==> src/rtl/packet_arbiter_rr_pkg.sv <==
// Shared types for the packet arbiter slice: the AXI-Stream beat layout,
// the routing-header TID value and a small helper used by the arbiter.
package packet_arbiter_rr_pkg;

  localparam int TDATA_WIDTH = 32;
  localparam int TKEEP_WIDTH = TDATA_WIDTH / 8;
  localparam int TID_WIDTH   = 4;
  localparam int TDEST_WIDTH = 4;
  localparam int TUSER_WIDTH = 1;

  // One AXI-Stream beat as it travels through the router.
  typedef struct packed {
    logic [TDATA_WIDTH-1:0] tdata;
    logic [TKEEP_WIDTH-1:0] tkeep;
    logic [TID_WIDTH-1:0]   tid;
    logic [TDEST_WIDTH-1:0] tdest;
    logic [TUSER_WIDTH-1:0] tuser;
    logic                   tlast;
  } axis_data_t;

  // TID value that marks the first (routing header) beat of every packet.
  localparam logic [TID_WIDTH-1:0] ROUTING_HEADER = 4'hA;

  // True when the beat carries the routing-header TID.
  function automatic logic is_header(input axis_data_t beat);
    return beat.tid == ROUTING_HEADER;
  endfunction

endpackage

==> src/rtl/packet_arbiter_rr_picker.sv <==
// Combinational round-robin priority picker: returns the first asserted
// request found when scanning from ptr upward, wrapping from N-1 to 0.
module rr_priority_picker #(
  parameter int N = 10,
  parameter int W = $clog2(N)
) (
  input  logic [N-1:0] req,
  input  logic [W-1:0] ptr,
  output logic [W-1:0] winner,
  output logic         any_req
);

  int cand;

  // Scan N candidates starting at ptr; the first hit wins and later hits are ignored.
  always_comb begin
    winner  = '0;
    any_req = 1'b0;
    cand    = 0;
    for (int k = 0; k < N; k++) begin
      cand = int'(ptr) + k;
      if (cand >= N) begin
        cand = cand - N;
      end
      if (!any_req && req[W'(cand)]) begin
        any_req = 1'b1;
        winner  = W'(cand);
      end
    end
  end

endmodule

==> src/rtl/packet_arbiter_rr.sv <==
// Per-output-channel packet arbiter. Shares one AXI-Stream output among
// INPUT_NUMBER requesters, round-robin, holding the grant from the routing
// header beat through TLAST. Also keeps packet and stall PMU counters.
//
// Handshake semantics (all stream ports): a beat moves on a rising clk edge
// exactly when valid && ready are both high in that cycle. A source keeps its
// beat and valid stable until that happens; ready may toggle freely and valid
// never depends on ready. Here out_valid depends only on the lock state and the
// granted in_valid, and in_ready[grant_idx] is a pass-through of out_ready.
module packet_arbiter_rr
  import packet_arbiter_rr_pkg::*;
#(
  parameter int INPUT_NUMBER       = 10,
  parameter int INPUT_NUMBER_WIDTH = $clog2(INPUT_NUMBER),
  parameter int COUNTER_WIDTH      = 32
) (
  input  logic                          clk,
  input  logic                          rst_n,
  input  axis_data_t                    in [INPUT_NUMBER],
  input  logic [INPUT_NUMBER-1:0]       in_valid,
  output logic [INPUT_NUMBER-1:0]       in_ready,
  output axis_data_t                    out,
  output logic                          out_valid,
  input  logic                          out_ready,
  output logic [INPUT_NUMBER_WIDTH-1:0] grant_idx,
  output logic                          grant_valid,
  output logic                          proto_err,
  input  logic                          cnt_clear,
  output logic [COUNTER_WIDTH-1:0]      pkt_count,
  output logic [COUNTER_WIDTH-1:0]      stall_count,
  output logic                          state_dbg,
  output logic [INPUT_NUMBER_WIDTH-1:0] rr_ptr_dbg
);

  typedef enum logic {
    IDLE   = 1'b0,
    LOCKED = 1'b1
  } arb_state_e;

  localparam logic [INPUT_NUMBER_WIDTH-1:0] LAST_IDX = INPUT_NUMBER_WIDTH'(INPUT_NUMBER - 1);

  arb_state_e                    state, state_nxt;
  logic [INPUT_NUMBER_WIDTH-1:0] rr_ptr, rr_ptr_nxt;
  logic [INPUT_NUMBER_WIDTH-1:0] grant_nxt;
  logic                          first_beat, first_beat_nxt;

  logic [INPUT_NUMBER_WIDTH-1:0] winner;
  logic                          any_req;
  logic                          handshake;

  rr_priority_picker #(
    .N (INPUT_NUMBER),
    .W (INPUT_NUMBER_WIDTH)
  ) u_picker (
    .req     (in_valid),
    .ptr     (rr_ptr),
    .winner  (winner),
    .any_req (any_req)
  );

  // Arbiter state register: lock state, round-robin pointer, grant and header tracking.
  always_ff @(posedge clk or negedge rst_n) begin
    if (!rst_n) begin
      state      <= IDLE;
      rr_ptr     <= '0;
      grant_idx  <= '0;
      first_beat <= 1'b1;
    end else begin
      state      <= state_nxt;
      rr_ptr     <= rr_ptr_nxt;
      grant_idx  <= grant_nxt;
      first_beat <= first_beat_nxt;
    end
  end

  // Next-state and datapath muxing. IDLE only arbitrates (one bubble per
  // packet); LOCKED forwards the granted requester until its TLAST handshake.
  always_comb begin
    state_nxt      = state;
    rr_ptr_nxt     = rr_ptr;
    grant_nxt      = grant_idx;
    first_beat_nxt = first_beat;
    out            = '0;
    out_valid      = 1'b0;
    in_ready       = '0;
    grant_valid    = 1'b0;
    handshake      = 1'b0;
    proto_err      = 1'b0;

    unique case (state)
      IDLE: begin
        if (any_req) begin
          grant_nxt      = winner;
          state_nxt      = LOCKED;
          first_beat_nxt = 1'b1;
        end
      end

      LOCKED: begin
        grant_valid         = 1'b1;
        out                 = in[grant_idx];
        out_valid           = in_valid[grant_idx];
        in_ready[grant_idx] = out_ready;
        handshake           = out_valid && out_ready;
        // Flag a lock whose opening beat is not a routing header; the beat still passes.
        proto_err           = handshake && first_beat && !is_header(out);
        if (handshake) begin
          first_beat_nxt = 1'b0;
          if (out.tlast) begin
            state_nxt      = IDLE;
            first_beat_nxt = 1'b1;
            rr_ptr_nxt     = (grant_idx == LAST_IDX) ? '0
                                                     : grant_idx + INPUT_NUMBER_WIDTH'(1);
          end
        end
      end

      default: begin
        state_nxt = IDLE;
      end
    endcase
  end

  // PMU counters: completed packets and output back-pressure cycles; clear wins over increment.
  always_ff @(posedge clk or negedge rst_n) begin
    if (!rst_n) begin
      pkt_count   <= '0;
      stall_count <= '0;
    end else begin
      if (cnt_clear) begin
        pkt_count <= '0;
      end else if (handshake && out.tlast) begin
        pkt_count <= pkt_count + COUNTER_WIDTH'(1);
      end

      if (cnt_clear) begin
        stall_count <= '0;
      end else if (out_valid && !out_ready) begin
        stall_count <= stall_count + COUNTER_WIDTH'(1);
      end
    end
  end

  assign state_dbg  = state;
  assign rr_ptr_dbg = rr_ptr;

endmodule

==> config.mk <==
export PLATFORM = sky130hd
export DESIGN_NAME = packet_arbiter_rr
export DESIGN_NICKNAME = d
export VERILOG_FILES = /design/src/rtl/packet_arbiter_rr_pkg.sv /design/src/rtl/packet_arbiter_rr_picker.sv /design/src/rtl/packet_arbiter_rr.sv
export SDC_FILE = /design/constraint.sdc
export NUM_CORES = 1
export LEC_CHECK = 0
export ABC_AREA = 1
export CAP_MARGIN = 20
export CELL_PAD_IN_SITES_DETAIL_PLACEMENT = 0
export CELL_PAD_IN_SITES_GLOBAL_PLACEMENT = 1
export CORE_AREA = 2 2 236 238
export DETAILED_ROUTE_END_ITERATION = 16
export DIE_AREA = 0 0 238 240
export PLACE_DENSITY_LB_ADDON = 0.1
export SLEW_MARGIN = 25
export SYNTH_ARGS = -nofsm -noshare
export SYNTH_HDL_FRONTEND = slang
export SYNTH_HIERARCHICAL = 1
export SYNTH_SLANG_ARGS = --single-unit
==> constraint.sdc <==
create_clock -name clk -period 3.3 [get_ports clk]
set_input_delay 0.495 -clock clk [delete_from_list [all_inputs] [get_ports clk]]
set_output_delay 0.495 -clock clk [all_outputs]
set_load 0.02 [all_outputs]
Word level (Yosys, flattened, before mapping):

Cells that the tools add are included.

* register bits: 74
* input port bits: 474
* output and inout bits: 132

* add/sub/neg operators: 22
* magnitude comparators: 23
* equality and inequality tests: 4
* mux-type cells: 86
* bitwise operators: 3
* reduce and logical (&&, ||, !) cells: 31

Operators by type and width (number)
* $bmux 46 s4: 1
* $mux 46: 3
* $mux 32: 4
* $mux 4: 21
* $add 32x1->32 const B: 2
* $lt 4x6->1 const B: 10
* $ge 5x4->1 const B: 9
* $bmux 1 s4: 11
* $mux 1: 42
* $sub 4x4->4 const B: 10
* $add 4x3->5 const B: 4
* $logic_and 1x1->1: 15
* $logic_not 1->1: 11
* $add 4x2->5 const B: 2
* $add 4x4->5 const B: 2
* $and 10x10->10: 1
* $mux 10: 1
* $eq 4x4->1 const B: 2
* $add 4x1->5 const B: 1
* $ge 5x5->1 const B: 1
* $lt 4x5->1 const B: 1
* $not 4->5: 1
* $add 4x1->4 const B: 1
* $demux 1 s4: 1
* other kinds (9): 12

Logic depth before layout (Yosys ltp):

Gate-level depths: netlist of the first run.

* depth in word-level cells: 35
* depth in mapped cells: 27
* depth with buffers taken out: 25

Hierarchy:

The synthesis of the first run kept the hierarchy.

Modules (own cells, without submodules)
* packet_arbiter_rr: instances 1, cells an instance 1548, area each 8730.9 µm²
* rr_priority_picker: instances 1, cells an instance 412, area each 2354.8 µm²

Worst setup path after synthesis of the first run:

Ideal clock, no wire load.

* path kind: register to register
* start point: reg rr_ptr[1] (netlist: rr_ptr_dbg[1])
* end point: reg grant_idx[0]
* arrival: 3.531 ns
* setup slack: -0.309 ns
* cell stages (with the launch flop): 22
* buffers on the path: 2
* period minus slack after synthesis: 3.609 ns
* cell sequence: dfrtp_1 -> buf_6 -> inv_1 -> ha_1 -> buf_2 -> clkinv_1 -> ha_1 -> nand2_1 -> nand2_2 -> nand2_4 -> nand2_1 -> o21ai_2 -> nand3_1 -> nand3_2 -> nand4_4 -> nor2_4 -> nand4_4 -> nor2_4 -> nand3b_1 -> nand2_1 -> nor2_1 -> a21oi_1

* longest elaborated chain between the ends: 34
* elaborated cells on any way between the ends: 108

RTL lines
* from (decl): RTL line packet_arbiter_rr.sv:43 `logic [INPUT_NUMBER_WIDTH-1:0] rr_ptr, rr_ptr_nxt;`
* from (signal assigned): RTL line packet_arbiter_rr.sv:70 `rr_ptr <= rr_ptr_nxt;`
* parallel branches: the longest is 32 deep, another holds $add 4x1->5
* $mux 1 (*): RTL line packet_arbiter_rr_picker.sv:25 `if (!any_req && req[W'(cand)]) begin`
* net any_req: RTL line packet_arbiter_rr.sv:48 `logic any_req;`
* $reduce_and 2->1 (no line) (*)
* to (signal assigned): RTL line packet_arbiter_rr.sv:71 `grant_idx <= grant_nxt;`
* to (decl): RTL line packet_arbiter_rr.sv:25 `output logic [INPUT_NUMBER_WIDTH-1:0] grant_idx,`

Mark *: on every way through the listed nets, which the timed path passes. The select of a mux whose other input is x is not followed.
A chain may end at the register's enable or synchronous reset.

==> summary.md, run 1 <==
| Metric | Value |
|---|---|
| Crit-path leading delay family | buffers and inverters |
| DP Area | 18,500 µm² |
| Setup TNS | 0 ns |
| Ranking of synthesized cells by area | nand2_1 26%, dfrtp_1 16%, a22oi_1 8.5% |
| Critical setup path kind | register to output port |
| Vias | 16,000 |
| Total die area | 57,120 µm² |
| Yosys warnings | 6 |
| WP data arrival | 2.75 ns |
| Highest Signal Layer | met5 |
| Final setup viols | 0 |
| CP max stage delay | 0.41 ns |
| CTS tree | done |
| Remaining antenna violation count | 0 |
| Clock buffer depth | 2 |
| Drt via density | 4.794 |
| GRT Util Overall | 0.2699 |
| Placed cells | 3,280 |
| Initial antenna violation count | 14 |
| Cell leakage power | 8.773 nW |
| Worst Tran Pin Value | 0.8427 ns |
| Synth Area per Inst | 5.656 µm² |
| Reg-to-reg startpoint | rr_ptr_dbg[1]$_DFFE_PN0P_ |
| PwrDens | 148.4 nW/µm² |
| R2r endpoint | grant_idx[2]$_DFFE_PN0P_ |
| Aggregate global routing overflow | 0 |
| Cell row count | 86 |
| Hold Vio Cnt, Final | 0 |
| Placer congestion estimate | 1.041 |
| Seq/Total Area, Yosys | 0.1672 |
| Vias in the first global route | 15,410 |
| Io pins | 606 |
| CP Launch Type | register |
| Minimum clock period | 3.242 ns |
| Hold WC Path Type | primary input to asynchronous set/reset pin |
| Critical-path cell list | buf_4 -> nor2_4 -> buf_4 -> bufbuf_16 -> a22oi_1 -> a21oi_1 -> o21ai_0 -> inv_1 -> clkdlybuf4s15_1 |
| Fin nets | 3,117 |
| Slowest cell on crit path | dfrtp_1 |
| Total length of routed met3 wires | 4562 µm |
| Starting Density | 0.2028 |
| Most frequent CP cell | buf_4 |
| Initial detailed-routing violation count | 1,058 |
| Critical path launch point | grant_idx[1]$_DFFE_PN0P_ |
| Met2 wire len | 39,710 µm |
| Worst-path maximum fanout | 17 |
| Final std cells w/o fill | 3,338 |
| H-Tree Depth | 3 |
| Skew final | 0.01382 ns |
| Worst path bufs/invs | 5 |
| Drt wl/cell | 24.12 µm |
| WP data required | 2.80 ns |
| Post-synth top area cell | nand2_1 |
| Synth Instances | 1,960 |
| Post-Syn Area | 11,090 µm² |
| RSZ-0062 raised after global routing | true |
| Worst skew pair latency | 0.35 ns |
| Final period util | 0.9826 |
| Seq cells post-synth | 74 |
| Post-layout util | 0.3571 |
| # clock sinks | 74 |
| Peak Freq | 308.4 MHz |
| Port bufs | 605 |
| Nature of the critical path endpoint | output port |
| Largest net degree at the start of global routing | 65 |
| Syn Nets | 2,458 |
| Final instance area | 19,520 µm² |
| FILL cells | 6,124 |
| Run status | completed |
| Commonest non-fill, non-tap cell in the layout | nand2_1 |
| Max_cap viols | 0 |
| DRC viols | 0 |
| Clk pin slew, worst setup/hold paths | 0.07 ns |
| Worst setup path end | out[21] |
| Relative slew slack | 0.4382 |
| Worst VDD drop | 0.2232 mV |
| Layout cells sized above 1 | 0.1185 |
| Pwr Total | 0.002898 W |
| Most frequent cells in the layout | 740 x nand2_1, 558 x clkdlybuf4s50_1, 210 x nor2_1, 148 x inv_1, 145 x nand3_1 |
| Cell variety after synth | 52 |
| Reg-to-reg slack, setup | 0.07 ns |
| Synth top area share | 0.2556 |
| FF-to-FF path depth | 21 |
| Die Height | 240 µm |
| Post-CTS Hold Fix Bufs | 0 |
| Total CTS buffers | 9 |
| Post-DP HPWL | 65,700 µm |
| Number of max-slew violations in the final report | 0 |
| Synthesis-to-layout area growth | 76.09% |
| First-pass GRT wire length | 111,300 µm |
| Root Driver | clkbuf_16 |
| Wl on met1 | 34,250 µm |
| Die X | 238 µm |
| WP depth | 9 |
| WL final | 80,520 µm |
| TritonRoute pass-1 iters | 8 |
| Core ar. | 54,660 µm² |
-- metrics by stage --
| step | worst slack, ns | hold slack (ns) |
|---|---|---|
| 2_1_floorplan | 0.003407 | 0.1994 |
| 5_1_grt | -0.1515 | 0.2801 |
| 3_5_place_dp | 0.02659 | 0.5266 |
| 4_1_cts | -0.05166 | 0.2669 |
| 3_3_place_gp | 0.08065 | 0.5395 |
| 6_report | 0.05755 | 0.2212 |
-- logic make-up after synthesis --
kind of cell,Yosys count,share of synthesized area
compound gates,295,0.1716
flops,74,0.1672
buf+inv,265,0.1070
xor+xnor,48,0.03996
fa+ha+maj,24,0.02777
simple gates,1254,0.4866
-- how the worst min path moves through the flow --
stage / slack [ns] / endpoint / startpoint
after floorplan: 0.20 / grant_idx[0]$_DFFE_PN0P_ / rst_n
final: 0.22 / pkt_count[16]$_DFFE_PN0P_ / rst_n
after detailed placement: 0.53 / first_beat$_DFFE_PN1P_ / first_beat$_DFFE_PN1P_
after global routing: 0.28 / pkt_count[15]$_DFFE_PN0P_ / rst_n
after global placement: 0.54 / first_beat$_DFFE_PN1P_ / first_beat$_DFFE_PN1P_
after CTS: 0.27 / pkt_count[15]$_DFFE_PN0P_ / rst_n
-- Yosys cell counts (all sizes together) --
| cell type | instances |
|---|---|
| dfrtp | 73 |
| a211oi | 2 |
| a22oi | 125 |
| o21ai | 86 |
| o2111ai | 1 |
| nor2 | 228 |
| nor3 | 15 |
| clkinv | 2 |
| buf | 68 |
| a31oi | 2 |
| fa | 1 |
| o21ba | 1 |
| a21oi | 62 |
| nand2 | 783 |
| o31ai | 2 |
| a21o | 5 |
| o22ai | 1 |
| xor2 | 27 |
| o41ai | 1 |
| or2 | 1 |
| nand3 | 160 |
| ha | 23 |
| xnor2 | 21 |
| nand4 | 64 |
| nand3b | 3 |
| dfstp | 1 |
| o211ai | 6 |
| inv | 165 |
| clkbuf | 30 |
| a21boi | 1 |
-- registers in the layout, summed over array words and instances, names as in the netlist --
register,cells
grant_idx,4
state_dbg,1
rr_ptr_dbg,4
first_beat,1
pkt_count,32
stall_count,32
-- worst register-to-register path, stage by stage, from the launching register on --
cell and delay, ns:
dfrtp_2 0.43, clkinvlp_4 0.29, ha_4 0.41, clkinv_4 0.06, ha_4 0.17, nand2_4 0.07
nand2_4 0.08, nand2_8 0.12, nor2_2 0.05, nor2_2 0.13, buf_4 0.13, inv_2 0.04
nand3_4 0.06, nand4_4 0.15, nor2_4 0.17, buf_6 0.12, nand4_4 0.08, nor2_4 0.15
nand3b_1 0.16, nand2_4 0.14, nor2_1 0.06, a21oi_1 0.11
-- layer usage --
layer | vias to the layer above | track usage
li1 | 7749 | -
met1 | 7626 | 0.3447
met2 | 559 | 0.4758
met3 | 66 | 0.04133
met4 | 4 | 0.06420
met5 | - | 0
-- cell type report --
cell class / count / area (µm²) / area share
Antenna cell: 10 / 25.02 / 0.001282
Clock buffer: 9 / 225.2 / 0.01154
Multi-Input combinational cell: 1621 / 8412 / 0.4309
Inverter: 167 / 650.6 / 0.03333
Sequential cell: 74 / 1861 / 0.09531
Timing Repair Buffer: 746 / 7391 / 0.3786
Tap cell: 704 / 880.8 / 0.04512
Clock inverter: 7 / 76.32 / 0.003910
-- power by group --
part	switching (W)	leakage, nW	internal (W)
Combinational	0.000325	7.64	0.000594
Clock	0.000455	0.142	0.000592
Sequential	0.0000166	0.994	0.000915
Total	0.000796	8.77	0.00210
-- timing repair --
| item | 4_1_cts | 5_1_grt |
|---|---|---|
| buffers inserted | 4 | 25 |
| gates cloned | 3 | 0 |
| setup endpoints to repair | 46 | 21 |
| gates resized for setup | 44 | 101 |
| pin swaps | 2 | 30 |
Power figures use the tool's default switching activity.
==> run 2: changes to the inputs <==
==> constraint.sdc (replaced) <==
create_clock -name clk -period 3.3 [get_ports clk]
set_input_delay 0.495 -clock clk [delete_from_list [all_inputs] [get_ports clk]]
set_output_delay 0.495 -clock clk [all_outputs]
set_load 0.05 [all_outputs]
==> run 2 against run 1 <==
  * Flip-flop and latch count did not move
  * Non-clock buffer count shrank 28
  * Worst hold slack worse by 0.094 ns
  * Largest cell class unchanged
  * Register-to-register slack barely moved
  * Power about the same
==> summary.md, run 2 (same netlist as run 1, synthesis figures left out) <==
| Metric | Value |
|---|---|
| Comb pwr share | 0.319 (was 0.317) |
| WP depth | 20 (was 9) |
| Most frequent CP cell | nand2_4 (was buf_4) |
| Largest net degree at the start of global routing | 65 (unchanged) |
| Die Height | 240 µm (unchanged) |
| Root Driver | clkbuf_16 (unchanged) |
| Run status | completed (unchanged) |
| # clock sinks | 74 (unchanged) |
| Skew final | 0.01028 ns (was 0.01382 ns) |
| CP Launch Type | register (unchanged) |
| Clk pin slew, worst setup/hold paths | 0.07 ns (about the same) |
| WP data required | 3.57 ns (was 2.80 ns) |
| Hold Slack | 0.1273 ns (was 0.2212 ns) |
| Worst Tran Pin Value | 0.9098 ns (was 0.8427 ns) |
| Pint | 0.002110 W (was 0.002101 W) |
| Max_cap viols | 0 (unchanged) |
| Total CTS buffers | 9 (unchanged) |
| Vias in the first global route | 15,550 (was 15,410) |
| Worst VDD drop | 0.2610 mV (was 0.2232 mV) |
| WP data arrival | 3.48 ns (was 2.75 ns) |
| Critical-path cell list | clkinvlp_4 -> buf_6 -> ha_4 -> inv_8 -> ha_4 -> nand2_4 -> nand2_4 -> nand2_4 -> buf_4 -> o21ai_2 -> nand4_1 -> buf_4 -> nand4_4 -> nor2_4 -> nand4_4 -> nor2_4 -> nand3b_1 -> nand2_2 -> nor2_1 -> a21oi_1 (was buf_4 -> nor2_4 -> buf_4 -> bufbuf_16 -> a22oi_1 -> a21oi_1 -> o21ai_0 -> inv_1 -> clkdlybuf4s15_1) |
| CP max stage delay | 0.43 ns (was 0.41 ns) |
| First-pass GRT wire length | 112,900 µm (was 111,300 µm) |
| TritonRoute pass-1 iters | 5 (was 8) |
| Drt wl/cell | 24.35 µm (was 24.12 µm) |
| CTS tree | done (unchanged) |
| Number of max-slew violations in the final report | 0 (unchanged) |
| Most frequent cells in the layout | 740 x nand2_1, 545 x clkdlybuf4s50_1, 212 x nor2_1, 148 x inv_1, 141 x nand3_1 (was 740 x nand2_1, 558 x clkdlybuf4s50_1, 210 x nor2_1, 148 x inv_1, 145 x nand3_1) |
| Die X | 238 µm (unchanged) |
| Sequential fraction of design power | 0.322 (about the same) |
| Initial antenna violation count | 15 (was 14) |
| Vias | 15,850 (was 16,000) |
| WL final | 80,620 µm (was 80,520 µm) |
| Worst skew pair latency | 0.35 ns (about the same) |
| Commonest non-fill, non-tap cell in the layout | nand2_1 (unchanged) |
| Reg-to-reg startpoint | rr_ptr_dbg[1]$_DFFE_PN0P_ (unchanged) |
| Synthesis-to-layout area growth | 77.93% (was 76.09%) |
| Initial detailed-routing violation count | 1,041 (was 1,058) |
| Core ar. | 54,660 µm² (unchanged) |
| Final setup viols | 0 (unchanged) |
| Clock buffer depth | 2 (unchanged) |
| Post-layout util | 0.3609 (was 0.3571) |
| Slowest cell on crit path | dfrtp_4 (was dfrtp_1) |
| Crit-path leading delay family | simple AND/OR/NAND/NOR gates (was buffers and inverters) |
| Sw frac | 0.2719 (was 0.2747) |
| Setup TNS | 0 ns (unchanged) |
| Worst path bufs/invs | 5 (unchanged) |
| Placer congestion estimate | 0.9602 (was 1.041) |
| Hold WC Path Type | primary input to asynchronous set/reset pin (unchanged) |
| FILL cells | 6,047 (was 6,124) |
| Total die area | 57,120 µm² (unchanged) |
| Minimum clock period | 3.218 ns (was 3.242 ns) |
| GRT Util Overall | 0.2720 (was 0.2699) |
| Relative slew slack | 0.3926 (was 0.4382) |
| Aggregate global routing overflow | 0 (unchanged) |
| Nature of the critical path endpoint | register (was output port) |
| Worst-path maximum fanout | 8 (was 17) |
| Port bufs | 605 (unchanged) |
| Post-CTS Hold Fix Bufs | 0 (unchanged) |
| Critical path launch point | rr_ptr_dbg[1]$_DFFE_PN0P_ (was grant_idx[1]$_DFFE_PN0P_) |
| Starting Density | 0.2028 (unchanged) |
| Largest regs | pkt_count: 32 flops, stall_count: 32 flops (unchanged) |
| Layout cells sized above 1 | 0.1289 (was 0.1185) |
| FF-to-FF path depth | 20 (was 21) |
| Sw power | 0.0007881 W (was 0.0007961 W) |
| PwrDens | 146.9 nW/µm² (was 148.4 nW/µm²) |
| Hold Vio Cnt, Final | 0 (unchanged) |
| Clk pwr share | 0.359 (was 0.361) |
| H-Tree Depth | 3 (unchanged) |
| Io pins | 606 (unchanged) |
| Cell row count | 86 (unchanged) |
| Fin nets | 3,091 (was 3,117) |
| Peak Freq | 310.7 MHz (was 308.4 MHz) |
| Post-DP HPWL | 66,670 µm (was 65,700 µm) |
| Final period util | 0.9752 (was 0.9826) |
| DRC viols | 0 (unchanged) |
| Critical setup path kind | register to register (was register to output port) |
| Remaining antenna violation count | 0 (unchanged) |
| Cell leakage power | 8.443 nW (was 8.773 nW) |
| RSZ-0062 raised after global routing | true (unchanged) |
| Drt via density | 4.787 (was 4.794) |
==> run 2: cell types whose count changed in the layout (fill, tap and decap cells not counted), moves of 4 or more <==
cell	previous run	this run
nand3_2	11	16
buf_12	13	64
dlygate4sd2_1	28	0
dlymetal6s2s_1	13	0
clkdlybuf4s50_1	558	545
nand3_1	145	141
buf_4	117	99
==> run 2: path summary, 6_finish.rpt <==
kind / endpoint / slack (ns)
max reg2reg: grant_idx[0]$_DFFE_PN0P_ / 0.08
min in group clk: first_beat$_DFFE_PN1P_ / 0.50
min: pkt_count[15]$_DFFE_PN0P_ / 0.13
min reg2reg: first_beat$_DFFE_PN1P_ / 0.50
max in group asynchronous: first_beat$_DFFE_PN1P_ / 2.37
max: grant_idx[0]$_DFFE_PN0P_ / 0.08
==> run 2: cell type report <==
cell class                      instances  area, µm²  area share
Tap cell                              704      880.8     0.04466
Clock buffer                           12      246.5     0.01250
Timing Repair Buffer                  718       7586      0.3846
Inverter                              167      656.9     0.03330
Multi-Input combinational cell       1623       8417      0.4267
Clock inverter                          4      51.30    0.002601
Sequential cell                        74       1864     0.09451
Antenna cell                            9      22.52    0.001142
==> run 2: power by group through the flow <==
stage          clock, W  combinational, W  sequential [W]
2_1_floorplan         0          0.000177        0.000975
3_3_place_gp          0          0.000914        0.000950
3_5_place_dp          0          0.000915        0.000951
4_1_cts         0.00107          0.000920        0.000934
5_1_grt         0.00111          0.000981        0.000935
6_report        0.00104          0.000923        0.000933
==> run 2: repair_timing <==
| item | CTS | global route |
|---|---|---|
| pin swaps | 0 | 37 |
| endpoints found under the setup margin | 7 | 27 |
| cloned | 0 | 2 |
| buffers inserted | 0 | 21 |
| gates resized for setup | 3 | 84 |
==> run 2: routing by layer <==
metal / share of wire / track usage / wire, µm / vias to the layer above
li1: - / - / - / 7700
met1: 0.44 / 0.3564 / 35560 / 7547
met2: 0.48 / 0.4691 / 39040 / 548
met3: 0.054 / 0.04145 / 4328 / 54
met4: 0.021 / 0.06250 / 1683 / 2
met5: 0.00016 / 0 / 13 / -
==> run 2: stage by stage <==
stage | setup WS (ns) | total power, W | cells | instance area (µm²)
finish | 0.08171 | 0.002898 | 3311 | 19730
global placement | 0.1216 | 0.001865 | 3263 | 18890
floorplan | 0.003379 | 0.001152 | 1960 | 11150
global route | -0.05144 | 0.003023 | 3308 | 19720
detailed placement | 0.05251 | 0.001866 | 3263 | 18890
CTS | 0.008290 | 0.002919 | 3279 | 19200
